==> config.mk <==
export PLATFORM = sky130hd
export DESIGN_NAME = debug_uart_tx
export DESIGN_NICKNAME = d
export VERILOG_FILES = /design/src/rtl/debug_uart_tx_pkg.sv /design/src/rtl/debug_uart_tx_sync_fifo.sv /design/src/rtl/debug_uart_tx.sv
export SDC_FILE = /design/constraint.sdc
export NUM_CORES = 1
export LEC_CHECK = 0
export CAP_MARGIN = 10
export CORE_UTILIZATION = 43
export CTS_CLUSTER_DIAMETER = 40
export DETAILED_ROUTE_END_ITERATION = 16
export SYNTH_ARGS = -nofsm -noshare
export SYNTH_HDL_FRONTEND = slang
export SYNTH_SLANG_ARGS = --single-unit
==> constraint.sdc <==
create_clock -name clk -period 2.98 [get_ports clk]
set_input_delay 0.596 -clock clk [delete_from_list [all_inputs] [get_ports clk]]
set_output_delay 0.596 -clock clk [all_outputs]
set_load 0.05 [all_outputs]
==> src/rtl/debug_uart_tx_pkg.sv <==
// Shared definitions for the debug UART transmitter: frame constants, default
// line rate, FSM state encoding and the bit-period rounding helper.
package debug_uart_tx_pkg;

  localparam int unsigned DEF_CLK_FREQ_HZ = 12_000_000;
  localparam int unsigned DEF_BAUD        = 115_200;

  localparam int unsigned DATA_BITS = 8;
  localparam int unsigned STOP_BITS = 1;

  typedef enum logic [1:0] {
    UART_IDLE  = 2'd0,
    UART_START = 2'd1,
    UART_DATA  = 2'd2,
    UART_STOP  = 2'd3
  } uart_state_e;

  // Round to the nearest whole clock count per bit.
  function automatic int unsigned clks_per_bit(input int unsigned clk_hz,
                                               input int unsigned baud);
    return (clk_hz + baud / 2) / baud;
  endfunction

endpackage

==> src/rtl/debug_uart_tx_sync_fifo.sv <==
// Single-clock FIFO with registered storage, synchronous active-low reset and
// an occupancy count one bit wider than the pointers.
module debug_uart_tx_sync_fifo #(
  parameter int unsigned WIDTH = 8,
  parameter int unsigned DEPTH = 16
) (
  input  logic                     clk,
  input  logic                     resetn,
  input  logic                     i_push,
  input  logic [WIDTH-1:0]         i_data,
  input  logic                     i_pop,
  output logic [WIDTH-1:0]         o_data,
  output logic                     o_full,
  output logic                     o_empty,
  output logic [$clog2(DEPTH):0]   o_count
);

  localparam int unsigned PTR_W = $clog2(DEPTH);
  localparam int unsigned CNT_W = PTR_W + 1;

  logic [WIDTH-1:0] r_mem [DEPTH];
  logic [PTR_W-1:0] r_wr_ptr;
  logic [PTR_W-1:0] r_rd_ptr;
  logic [CNT_W-1:0] r_count;
  logic             w_do_push;
  logic             w_do_pop;

  assign o_full    = (r_count == CNT_W'(DEPTH));
  assign o_empty   = (r_count == '0);
  assign o_count   = r_count;
  assign o_data    = r_mem[r_rd_ptr];

  // A push into a full FIFO is dropped even if a pop frees a slot on the same edge.
  assign w_do_push = i_push & ~o_full;
  assign w_do_pop  = i_pop & ~o_empty;

  always_ff @(posedge clk) begin
    if (!resetn) begin
      r_wr_ptr <= '0;
      r_rd_ptr <= '0;
      r_count  <= '0;
    end else begin
      if (w_do_push) r_wr_ptr <= r_wr_ptr + 1'b1;
      if (w_do_pop)  r_rd_ptr <= r_rd_ptr + 1'b1;
      case ({w_do_push, w_do_pop})
        2'b10:   r_count <= r_count + 1'b1;
        2'b01:   r_count <= r_count - 1'b1;
        default: r_count <= r_count;
      endcase
    end
  end

  // NOTE: storage is deliberately left out of reset; pointers and count define
  // which entries are valid, and an unreset array maps onto plain RAM/flops.
  always_ff @(posedge clk) begin
    if (w_do_push) r_mem[r_wr_ptr] <= i_data;
  end

endmodule

==> src/rtl/debug_uart_tx.sv <==
// Debug UART transmitter: buffers the core's byte stream in a FIFO and sends
// each byte as an 8N1 frame, LSB first, with back-to-back frames contiguous.
module debug_uart_tx
  import debug_uart_tx_pkg::*;
#(
  parameter int unsigned CLK_FREQ_HZ = DEF_CLK_FREQ_HZ,
  parameter int unsigned BAUD        = DEF_BAUD,
  parameter int unsigned FIFO_DEPTH  = 16
) (
  input  logic       clk,
  input  logic       resetn,
  input  logic [7:0] tx_Data,
  input  logic       tx_DataValid,
  output logic       tx_Ready,
  output logic       tx_Busy,
  output logic       tx_Overflow,
  output logic       tx
);

  localparam int unsigned CLKS_PER_BIT = clks_per_bit(CLK_FREQ_HZ, BAUD);
  localparam int unsigned BAUD_W       = (CLKS_PER_BIT < 2) ? 1 : $clog2(CLKS_PER_BIT);
  localparam int unsigned BIT_W        = $clog2(DATA_BITS);
  localparam int unsigned CNT_W        = $clog2(FIFO_DEPTH) + 1;

  localparam logic [BAUD_W-1:0] BAUD_LAST = BAUD_W'(CLKS_PER_BIT - 1);
  localparam logic [BIT_W-1:0]  BIT_LAST  = BIT_W'(DATA_BITS - 1);

  if (CLKS_PER_BIT < 2) begin : g_chk_baud
    $error("debug_uart_tx: CLKS_PER_BIT must be at least 2");
  end
  if (FIFO_DEPTH < 2 || (FIFO_DEPTH & (FIFO_DEPTH - 1)) != 0) begin : g_chk_depth
    $error("debug_uart_tx: FIFO_DEPTH must be a power of 2 and at least 2");
  end

  uart_state_e       r_state;
  uart_state_e       w_state_nxt;
  logic [BAUD_W-1:0] r_baud_cnt;
  logic [BIT_W-1:0]  r_bit_cnt;
  logic [7:0]        r_shift;
  logic              r_tx;
  logic              r_busy;
  logic              r_overflow;

  logic              w_push;
  logic              w_pop;
  logic [7:0]        w_fifo_data;
  logic              w_full;
  logic              w_empty;
  logic [CNT_W-1:0]  w_count;
  logic              w_baud_done;

  // Ready is forced low in reset so pushes during reset never land.
  assign tx_Ready    = resetn & (w_count != CNT_W'(FIFO_DEPTH));
  assign w_push      = tx_DataValid & tx_Ready;
  assign w_baud_done = (r_baud_cnt == BAUD_LAST);

  assign tx          = r_tx;
  assign tx_Busy     = r_busy;
  assign tx_Overflow = r_overflow;

  debug_uart_tx_sync_fifo #(
    .WIDTH (8),
    .DEPTH (FIFO_DEPTH)
  ) u_fifo (
    .clk     (clk),
    .resetn  (resetn),
    .i_push  (w_push),
    .i_data  (tx_Data),
    .i_pop   (w_pop),
    .o_data  (w_fifo_data),
    .o_full  (w_full),
    .o_empty (w_empty),
    .o_count (w_count)
  );

  // NOTE: state flops use non-blocking assignments so every register samples
  // the pre-edge values, independent of block ordering.
  always_ff @(posedge clk) begin
    if (!resetn) r_state <= UART_IDLE;
    else         r_state <= w_state_nxt;
  end

  // NOTE: every output of this block gets a default first, so no path can
  // leave a value unassigned and infer a latch.
  always_comb begin
    w_state_nxt = r_state;
    w_pop       = 1'b0;
    case (r_state)
      UART_IDLE: begin
        if (!w_empty) begin
          w_pop       = 1'b1;
          w_state_nxt = UART_START;
        end
      end
      UART_START: begin
        if (w_baud_done) w_state_nxt = UART_DATA;
      end
      UART_DATA: begin
        if (w_baud_done && r_bit_cnt == BIT_LAST) w_state_nxt = UART_STOP;
      end
      UART_STOP: begin
        // Chain straight into the next start bit when more bytes are waiting.
        if (w_baud_done) begin
          if (!w_empty) begin
            w_pop       = 1'b1;
            w_state_nxt = UART_START;
          end else begin
            w_state_nxt = UART_IDLE;
          end
        end
      end
      default: w_state_nxt = UART_IDLE;
    endcase
  end

  always_ff @(posedge clk) begin
    if (!resetn) begin
      r_baud_cnt <= '0;
      r_bit_cnt  <= '0;
      r_shift    <= '0;
      r_tx       <= 1'b1;
      r_busy     <= 1'b0;
      r_overflow <= 1'b0;
    end else begin
      r_busy <= (w_state_nxt != UART_IDLE);

      if (tx_DataValid && w_full) r_overflow <= 1'b1;

      if (r_state == UART_IDLE || w_baud_done) r_baud_cnt <= '0;
      else                                     r_baud_cnt <= r_baud_cnt + 1'b1;

      // tx is loaded with the value of the upcoming bit at each boundary.
      if (w_pop) begin
        r_shift   <= w_fifo_data;
        r_tx      <= 1'b0;
        r_bit_cnt <= '0;
      end else if (w_baud_done) begin
        case (r_state)
          UART_START: r_tx <= r_shift[0];
          UART_DATA: begin
            r_bit_cnt <= r_bit_cnt + 1'b1;
            if (r_bit_cnt == BIT_LAST) begin
              r_tx <= 1'b1;
            end else begin
              r_shift <= r_shift >> 1;
              r_tx    <= r_shift[1];
            end
          end
          UART_STOP: r_tx <= 1'b1;
          default:   r_tx <= r_tx;
        endcase
      end
    end
  end

endmodule

-- Word level (Yosys, flattened, before mapping)
Memories as Yosys holds them, arrays and structs flattened. A register that Yosys moved wholly into a read port is not among the register bits.
Cells that the tools add are included.
- register bits: 36
- RAM bits: 128
- output and inout bits: 4
- logic and storage cells: 71
- memories kept: 1
- memories (name ; depth ; width ; rd ports ; clocked after Yosys merged registers in ; wr ports ; RTL line ; source):
    u_fifo.r_mem ; 16 ; 8 ; 1 ; 1 ; 1 ; debug_uart_tx_sync_fifo.sv:21 ; logic [WIDTH-1:0] r_mem [DEPTH];
- $add $sub $neg: 6
- equality and inequality tests: 10
- multiplexer cells: 22
- bitwise gates (word level): 7
- reductions and logical operators: 15
- operator list (operator ; count):
    $mux W8 ; 4
    $pmux W5 S2 ; 1
    $add A4 B1 Y4 const B ; 2
    $mux W1 ; 8
    $mux W2 ; 4
    $mux W4 ; 2
    $pmux W2 S4 ; 1
    $reduce_bool A2 Y1 ; 4
    $add A7 B1 Y7 const B ; 1
    $eq A7 B7 Y1 const B ; 1
    $eq A2 B2 Y1 const B ; 3
    $add A5 B1 Y5 const B ; 1
    $eq A5 B5 Y1 const B ; 1
    $logic_not A5 Y1 ; 1
    $ne A5 B5 Y1 const B ; 1
    $sub A5 B1 Y5 const B ; 1
    $and A1 B1 Y1 ; 4
    $eq A2 B1 Y1 const B ; 2
    $reduce_and A2 Y1 ; 2
    $reduce_bool A4 Y1 ; 1
    $reduce_or A2 Y1 ; 2
    $add A3 B1 Y3 const B ; 1
    $eq A3 B3 Y1 const B ; 1
    $not A1 Y1 ; 3
    7 further kinds ; 8

-- Depth between registers and ports, before layout
- word-level depth: 7
- depth in mapped cells: 14
- mapped depth without buffers: 12

-- Modules after synthesis
A second synthesis with hierarchy kept.
- cell total of the unflattened synthesis: 456
- area total of the unflattened synthesis: 7014.2 um^2
- by module, submodules not included (module ; times used ; cells an instance ; area each (um^2)):
    debug_uart_tx_sync_fifo ; 1 ; 326 ; 5823.1
    debug_uart_tx ; 1 ; 130 ; 1191.1

-- Worst setup path before layout
OpenSTA, ideal clock, no wires.
- path type: input to register
- start point: in resetn
- end point: reg u_fifo.r_count[4] (netlist: u_fifo.o_count[4])
- data arrival time: 2.842 ns
- required time: 2.908 ns
- slack: 0.067 ns
- cell stages on the path: 12
- buffers on the path: 1
- path through: clkinv_1 -> a211oi_2 -> inv_1 -> ha_1 -> clkbuf_1 -> xor2_1 -> ha_1 -> o21a_1 -> o21ai_0 -> nand2b_1 -> a211oi_1 -> mux2i_1
- longest elaborated chain between the ends: 5
- elaborated cells on any way between the ends: 7
- classes of those cells: 2 x eq/ne; 1 x mux; 3 x bitwise; 1 x reduce/logical
- RTL lines (item ; RTL line ; source):
    from (decl) ; debug_uart_tx.sv:11 ; input logic resetn,
    $and A1 B1 Y1 ; debug_uart_tx.sv:53 ; assign tx_Ready = resetn & (w_count != CNT_W'(FIFO_DEPTH));
    $and A1 B1 Y1 ; debug_uart_tx.sv:54 ; assign w_push = tx_DataValid & tx_Ready;
    $and A1 B1 Y1 ; debug_uart_tx_sync_fifo.sv:34 ; assign w_do_push = i_push & ~o_full;
    $eq A2 B1 Y1 / $eq A2 B2 Y1 (equally long branches) ; debug_uart_tx_sync_fifo.sv:45 ; case ({w_do_push, w_do_pop})
    $pmux W5 S2 / $reduce_bool A2 Y1 (equally long branches) ; -- ;
    to (signal assigned) ; debug_uart_tx_sync_fifo.sv:46 ; 2'b10: r_count <= r_count + 1'b1;
    to (signal assigned) ; debug_uart_tx_sync_fifo.sv:47 ; 2'b01: r_count <= r_count - 1'b1;
    to (signal assigned) ; debug_uart_tx_sync_fifo.sv:48 ; default: r_count <= r_count;
    to (decl) ; debug_uart_tx_sync_fifo.sv:24 ; logic [CNT_W-1:0] r_count;
Several ways; a longest one is shown, not always the timed one.
A chain may end at the register's enable or synchronous reset.

-- Worst setup path in the final report
- start point: reg r_state[0]
- end point: reg u_fifo.r_count[4] (netlist: u_fifo.o_count[4])
- longest elaborated chain between the ends: 5
- elaborated cells on any way between the ends: 8
- classes of those cells: 3 x eq/ne; 2 x mux; 1 x bitwise; 2 x reduce/logical
- RTL lines (item ; RTL line ; source):
    from (decl) ; debug_uart_tx.sv:35 ; uart_state_e r_state;
    from (signal assigned) ; debug_uart_tx.sv:80 ; else r_state <= w_state_nxt;
    $eq A2 B2 Y1 / $logic_not A2 Y1 (equally long branches) ; debug_uart_tx.sv:88 ; case (r_state)
    $pmux W1 S2 * ; debug_uart_tx.sv:88 ;
    $and A1 B1 Y1 * ; debug_uart_tx_sync_fifo.sv:35 ; assign w_do_pop = i_pop & ~o_empty;
    $eq A2 B1 Y1 / $eq A2 B2 Y1 (equally long branches) ; debug_uart_tx_sync_fifo.sv:45 ;
    $pmux W5 S2 / $reduce_bool A2 Y1 (equally long branches) ; -- ;
Every way passes the cells marked *; elsewhere a longest branch is shown, timed or not.

==> results_dict.tcl <==
set metrics [dict create \
    run_status "finished, final reports clean" \
    post_synth_instance_area_sq_um 6908 \
    area_growth_syn_to_layout_pct 15.79 \
    cts_root_buffer "clkbuf_16" \
    final.setup.tns_ns 0 \
    placed_area_sq_um 7417 \
    drt_first_pass_iters 4 \
    r2r_cells 11 \
    num_rows 45 \
    fraction_of_final_layout_cells_with_drive_strength_greater_than_1 0.2180 \
    antenna_found_initial 0 \
    synth_top_area_cell "edfxtp_1" \
    clock_path_buffers 2 \
    clock_skew_ns 0.01036 \
    clk_latency_ns 0.43 \
    synth_enable_flop_cells 128 \
    design.portCount 15 \
    die_y_um 128.7 \
    dpl.hpwl_mm 8.508 \
    detail_route.drc_violations 0 \
    place_ws_ns -0.1132 \
    num_antenna_cells 0 \
    cts.clk_slew.worst_paths_ns 0.07 \
    final_period_minus_worst_setup_slack_ns 2.717 \
    via_per_inst 5.368 \
    mostFrequentLayoutCell "edfxtp_1" \
    first_global_vias 3866 \
    drv_slew 0 \
    die-area_sq_um 16580 \
    timing.final.hold_violations 0 \
    leakage_nw 2.665 \
    cts_buffers 17 \
    tightestPinTransition_ns 0.7332 \
    crit_slowest_cell "dfxtp_1" \
    cp_data_required_time_ns 3.33 \
    grt_usage 0.1772 \
    postSynthCellCount 428 \
    timing.critical_path.max_delay_family "adder cells" \
    critPathLaunch "r_state[0]" \
    timing.slew.headroom 0.5102 \
    crit_type "reg2reg" \
    power.density_nw_per_um2 836.1 \
    clock_tree.htree_level_count 4 \
    clock-sinks 168 \
    synthArstFlopShare 0 \
    route.final.wire_length_mm 13.28 \
    synth_top_cell_area_share 0.5564 \
    synth_area_per_cell_sq_um 16.14 \
    timing.critical_path.from_type "flip-flop" \
    grt_max_degree 33 \
    critical_path_depth 11 \
    detailroute.via_count 3693 \
    worstReg2RegStart "r_state[0]" \
    grt.overflow.total 0 \
    worst_path_largest_cell_delay_ns 0.42 \
    antenna_left 0 \
    min-delay-path-class "reg2reg" \
    signal_arrival_time_at_the_worst_endpoint_ns 3.07 \
    grt_pass1_wl_mm 20.94 \
    synth_top_flop_cell "edfxtp_1" \
    period_share 0.9118 \
    warning_count_from_the_yosys_run 0 \
    post-layout-total-power_mw 6.688 \
    worst_slack_ns 0.2629 \
    tritoncts "done" \
    max_clock_freq_mhz 368.0 \
    design_area_sq_um 7999 \
    fp.coreArea_sq_um 15430 \
    first_iter_violations 226 \
    worst_ir_drop_vdd_v 0.0004492 \
    yosysSeqAreaShare 0.6723 \
    worst_r2r_endpoint "u_fifo.o_count[4]" \
    category_of_the_worst_setup_path_capture_point "flip-flop" \
    routedWlPerCell_um 19.30 \
    number_of_flip_flops_and_latches_in_the_synthesized_netlist 168 \
    gp_routability_congestion 0.7920 \
    layout.nets 492 \
    rsz_0062_raised_after_global_routing "false" \
    netlist_top_cells_area "edfxtp_1, dfxtp_1, mux4_2, ha_1, a22oi_1" \
    cp_cell_sequence "ha_2 > a41oi_1 > nor3b_2 > ha_1 > xor2_1 > ha_1 > o21a_1 > o21ai_0 > nand2b_1 > a211oi_2 > mux2i_1" \
    timing.critical_path.mode_cell "ha_1" \
    port_buffers 14 \
    crit_path_max_fanout 6 \
    initial_core_utilization 0.4478 \
    endpoint "u_fifo.o_count[4]" \
    max_cap_viol_count 0 \
    dieWidth_um 128.7 \
    setup-violations-final 0 \
    reg2reg_slack_ns 0.26 \
    postSynthNetCount 456 \
    synthDistinctLibCells 49 \
    critical_path_buf_inv_count 0 \
    final_cell_mix "edfxtp_1, dfxtp_1, mux4_2" \
]
## worst register-to-register path, cell delays in order, from the launching register on
cell and delay, ns:
dfxtp_1 0.42, ha_2 0.27, a41oi_1 0.15, nor3b_2 0.39
ha_1 0.26, xor2_1 0.08, ha_1 0.22, o21a_1 0.17
o21ai_0 0.15, nand2b_1 0.10, a211oi_2 0.24, mux2i_1 0.20
## registers in the layout, summed over array words and instances, names as in the netlist, named ones only
signal,flops
u_fifo.r_mem,128
r_shift,8
r_baud_cnt,7
u_fifo.o_count,5
u_fifo.r_rd_ptr,4
u_fifo.r_wr_ptr,4
r_bit_cnt,3
r_state,2
tx,1
tx_Busy,1
tx_Overflow,1
## power breakdown
group	switching [mW]	internal, mW
Combinational	0.911	0.800
Clock	1.00	1.12
Sequential	0.176	2.68
## logic make-up (layout without fill, tap and decap cells)
family	after synthesis	in the layout	share of synthesized area
multiplexers	44	44	0.1230
AND/OR/NAND/NOR	90	90	0.07299
flip-flops	168	168	0.6723
AO/OA/AOI/OAI	61	61	0.05923
adder cells (fa/ha/maj)	17	17	0.03079
XOR/XNOR	15	15	0.01902
buffers and inverters	33	82	0.02264
## final cells by class
class                           instances  area, sq um
Inverter                               12        45.04
Fill cell                            1302         7428
Clock buffer                           17        425.4
Tap cell                              211        264.0
Clock inverter                         15        148.9
Multi-Input combinational cell        227         2115
Sequential cell                       168         4646
Timing Repair Buffer                   38        355.3
## how the worst min path moves through the flow
| stage | slack [ns] | endpoint | startpoint | cells after the start |
|---|---|---|---|---|
| after floorplan | 0.43 | r_baud_cnt[0] | r_baud_cnt[0] | 1 |
| final | 0.46 | r_bit_cnt[2] | r_bit_cnt[2] | 2 |
| after global placement | 0.45 | r_shift[7] | r_shift[7] | 2 |
| after CTS | 0.47 | r_bit_cnt[2] | r_bit_cnt[2] | 2 |
| after detailed placement | 0.46 | r_baud_cnt[0] | r_baud_cnt[0] | 1 |
| after global routing | 0.48 | r_bit_cnt[2] | r_bit_cnt[2] | 2 |
## repair_timing
| item | CTS | global route |
|---|---|---|
| resized for setup | 0 | 2 |
| hold buffers | 0 | 0 |
| endpoints found under the setup margin | 0 | 1 |
| setup buffers | 0 | 0 |
## per-stage QoR
step	hold slack, ns	utilization	instances
after floorplan	0.4302	-	428
after global placement	0.4461	0.4808	656
after detailed placement	0.4552	0.4808	656
after CTS	0.4689	0.5180	688
after global routing	0.4836	0.5185	688
final	0.4638	0.5185	688
## metal layers
metal / vias to the layer above / wire length, um / global-route usage
met1: 1864 / 5971 / 0.2314
li1: 1740 / - / -
met2: 68 / 6429 / 0.2817
met4: 0 / 342 / 0.07958
met3: 21 / 533 / 0.04324
met5: - / 0 / 0
## cells in the mapped netlist, types with 3 or more instances
cell,instances
a21oi_1,7
a22oi_1,18
a31oi_1,8
and2_1,17
buf_1,3
buf_2,7
buf_6,3
clkbuf_1,7
dfxtp_1,40
edfxtp_1,128
ha_1,17
inv_1,11
mux2_2,6
mux2i_1,5
mux4_2,32
nand2_1,14
nand2b_1,7
nand3_1,9
nor2_1,24
nor2b_1,3
nor3_1,4
o21ai_0,7
o21ai_1,7
xnor2_1,5
xor2_1,10
(Power assumes the default switching activity.)
==> RTL edit 1 (config.mk and constraints unchanged) <==
Encoding of `uart_state_e`: now one-hot (4 bits for 4 states).
--- a/src/rtl/debug_uart_tx_pkg.sv
+++ b/src/rtl/debug_uart_tx_pkg.sv
@@ -10,7 +10,7 @@
 
-  typedef enum logic [1:0] {
-    UART_IDLE  = 2'd0,
-    UART_START = 2'd1,
-    UART_DATA  = 2'd2,
-    UART_STOP  = 2'd3
+  typedef enum logic [3:0] {
+    UART_IDLE  = 4'b0001,
+    UART_START = 4'b0010,
+    UART_DATA  = 4'b0100,
+    UART_STOP  = 4'b1000
   } uart_state_e;
Formal check against the unedited RTL: same outputs for any inputs over 10 cycles, from zero or initial values and one cycle with resetn low; not proved beyond that.
==> RTL edit 1 against the original RTL <==
  * Sequential cell count rose by 2
  * Cell area rose by 2.2%
  * Setup slack got worse by 57 ps
  * Area after synthesis rose by 1.9%
  * Critical path depth rose by 1
  * Routed wire length fell by 1.3%
  * Count of clock-buffer cells in the layout did not move
  * Worst hold slack got worse by 4.5 ps
  * Power rose by 0.23%
==> RTL edit 1: results (changes against the original RTL) <==
metric,value,unit,change
design area,8180,µm²,was 8000 µm²
Worst Path Max Fanout,10,,was 6
Final Net Count,506,,was 492
drt initial violations,207,,was 226
share of layout cells above drive strength 1,0.230,,was 0.218
first-pass GRT wire length,21.5,mm,was 20.9 mm
DR vias,3760,,was 3693
XOR/XNOR Fraction of Synth Area,0.0187,,was 0.0190
Critical Path AT,3120,ps,was 3070 ps
slowest CP cell,or4_4,,was dfxtp_1
dpl ws,10.7,ps,was -113 ps
Leak Pwr,2.71,nW,was 2.67 nW
Final Cycle Share,0.931,,was 0.912
status,"finished, final reports clean",,unchanged
clk_skew,13.3,ps,was 10.4 ps
relative slew slack,0.615,,was 0.510
Synth Area in Compound Gates,0.0572,,was 0.0592
worst hold slack,459,ps,was 464 ps
synth cell count leaders,"128 x edfxtp_1, 42 x dfxtp_1, 30 x mux4_2, 27 x nor2_1, 21 x mux2i_1",,"was 128 x edfxtp_1, 40 x dfxtp_1, 32 x mux4_2, 24 x nor2_1, 18 x a22oi_1"
worst flop-to-flop path startpoint,u_fifo.o_count[0],,was r_state[0]
Filler Cells Inserted,1324,,was 1302
Area contributors post-synth,"edfxtp_1 55%, dfxtp_1 12%, mux4_2 9.6%",,"was edfxtp_1 56%, dfxtp_1 12%, mux4_2 10%"
Placed Cells,681,,was 656
gr usage total,0.176,,was 0.177
post-synthesis mux area share,0.126,,was 0.123
[RTL edit 1: cells by family after synthesis]
logic type | count (synthesis)
buffers and inverters | 27
multiplexers | 51
AO/OA/AOI/OAI | 57
XOR/XNOR | 15
adder cells (fa/ha/maj) | 11
AND/OR/NAND/NOR | 107
flip-flops | 170
[RTL edit 1: final cells by class]
type,count,share of cell area
clock inverter,14,0.0197
multi-input combinational,241,0.267
sequential,170,0.573
inverter,9,0.00505
timing repair buffer,45,0.0499
tap,216,0.0330
clock buffer,17,0.0520
[RTL edit 1: power by group]
group | internal, mW | switching [mW] | total (mW) | leakage, nW
clock network | 1.25 | 0.939 | 2.19 | 0.278
registers | 2.70 | 0.110 | 2.81 | 1.50
logic | 0.811 | 0.891 | 1.70 | 0.936
total | 4.76 | 1.94 | 6.70 | 2.71
[RTL edit 1: metal layers]
layer	share of wire	GRT usage	wire (µm)
met1	0.46	0.225	6000
met2	0.50	0.296	6540
met3	0.029	0.0377	374
met4	0.014	0.0663	189
met5	0	0	0
==> RTL edit 2 (config.mk and constraints unchanged) <==
Without the edit above. Change the parameter `FIFO_DEPTH` from 16 to 32.
--- a/src/rtl/debug_uart_tx.sv
+++ b/src/rtl/debug_uart_tx.sv
@@ -7,3 +7,3 @@
   parameter int unsigned BAUD        = DEF_BAUD,
-  parameter int unsigned FIFO_DEPTH  = 16
+  parameter int unsigned FIFO_DEPTH  = 32
 ) (
Behaviour: same outputs for any inputs over 10 cycles, from zero or initial values and one cycle with resetn low; that may be too few to reach the edited logic, so the function may still have changed.
==> RTL edit 2 against the original RTL <==
  * Area after synthesis rose by 79%
  * Critical endpoint unchanged
  * Global-route usage is 0.64 points higher
  * Cell area is 81% higher
  * Routed wire length up 96%
  * Setup slack got worse by 69 ps
  * Sequential cell count increased by 132
  * Power increased by 84%
  * Largest cell class unchanged
==> RTL edit 2: results (changes against the original RTL) <==
metric,value,unit,change
met2 usage,0.301,,was 0.282
switch share,0.280,,was 0.313
vias in the first global route,6681,,was 3866
status,"finished, final reports clean",,unchanged
Critical Path AT,3190,ps,was 3070 ps
sequential power,4.95,mW,was 2.85 mW
Worst path top cell family by delay,simple AND/OR/NAND/NOR gates,,was adder cells
Final Net Count,825,,was 492
DR vias,6640,,was 3693
clock share of power,0.377,,was 0.317
slowest CP cell,or4_4,,was dfxtp_1
Area contributors post-synth,"edfxtp_1 62%, dfxtp_1 7.1%, mux4_2 6.2%",,"was edfxtp_1 56%, dfxtp_1 12%, mux4_2 10%"
count of different cell masters after synthesis,64,,was 49
CTS Buffer Depth,3,,was 2
First-pass DRT Iterations,5,,was 4
maximum VDD drop,0.000412,V,was 0.000449 V
grt met3 use,0.0308,,was 0.0432
DR WL met3,1.47,mm,was 533 µm
hpwl dp,16.2,mm,was 8.51 mm
Post-synth EDFFs,256,,was 128
synth cell count leaders,"256 x edfxtp_1, 66 x nor2_1, 44 x dfxtp_1, 42 x mux2i_1, 34 x mux4_2",,"was 128 x edfxtp_1, 40 x dfxtp_1, 32 x mux4_2, 24 x nor2_1, 18 x a22oi_1"
relative slew slack,0.557,,was 0.510
TritonCTS Buffers,40,,was 17
Clock Latency Late Sink,520,ps,was 430 ps
clk_skew,13.2,ps,was 10.4 ps
WL per Instance,21.6,µm,was 19.3 µm
dpl ws,125,ps,was -113 ps
share of layout cells above drive strength 1,0.225,,was 0.218
met2 WL post-DR,12.5,mm,was 6.43 mm
H-tree Lvls,2,,was 4
Post-Synthesis Cells,717,,was 428
Regs by FF count,"u_fifo.r_mem (256), r_shift (8), r_baud_cnt (7)",,"was u_fifo.r_mem (128), r_shift (8), r_baud_cnt (7)"
GR Util met1,0.248,,was 0.231
-- RTL edit 2: final timing paths --
path | cells after the start | slack [ps] | from | end
hold reg to reg | 2 | 460 | r_bit_cnt[2] | r_bit_cnt[2]
setup / recovery | 13 | 190 | u_fifo.o_count[2] | u_fifo.o_count[4]
setup reg to reg | 13 | 190 | u_fifo.o_count[2] | u_fifo.o_count[4]
hold / removal | 2 | 460 | r_bit_cnt[2] | r_bit_cnt[2]
-- RTL edit 2: cells by family after synthesis --
group,Yosys count,share of synthesized area
buffers and inverters,52,0.0278
AOI/OAI and AO/OA,86,0.0518
xor gates and xnor gates,18,0.0128
muxes,98,0.141
and+or+nand+nor,147,0.0565
adders and majority gates,16,0.0162
DFF,300,0.694
-- RTL edit 2: cell type report --
class	instances	area [µm²]	share of cell area
sequential	300	8570	0.591
tap	378	473	0.0326
clock inverter	25	273	0.0188
clock buffer	43	1030	0.0713
multi-input combinational	365	3460	0.238
timing repair buffer	77	636	0.0438
inverter	14	52.6	0.00362
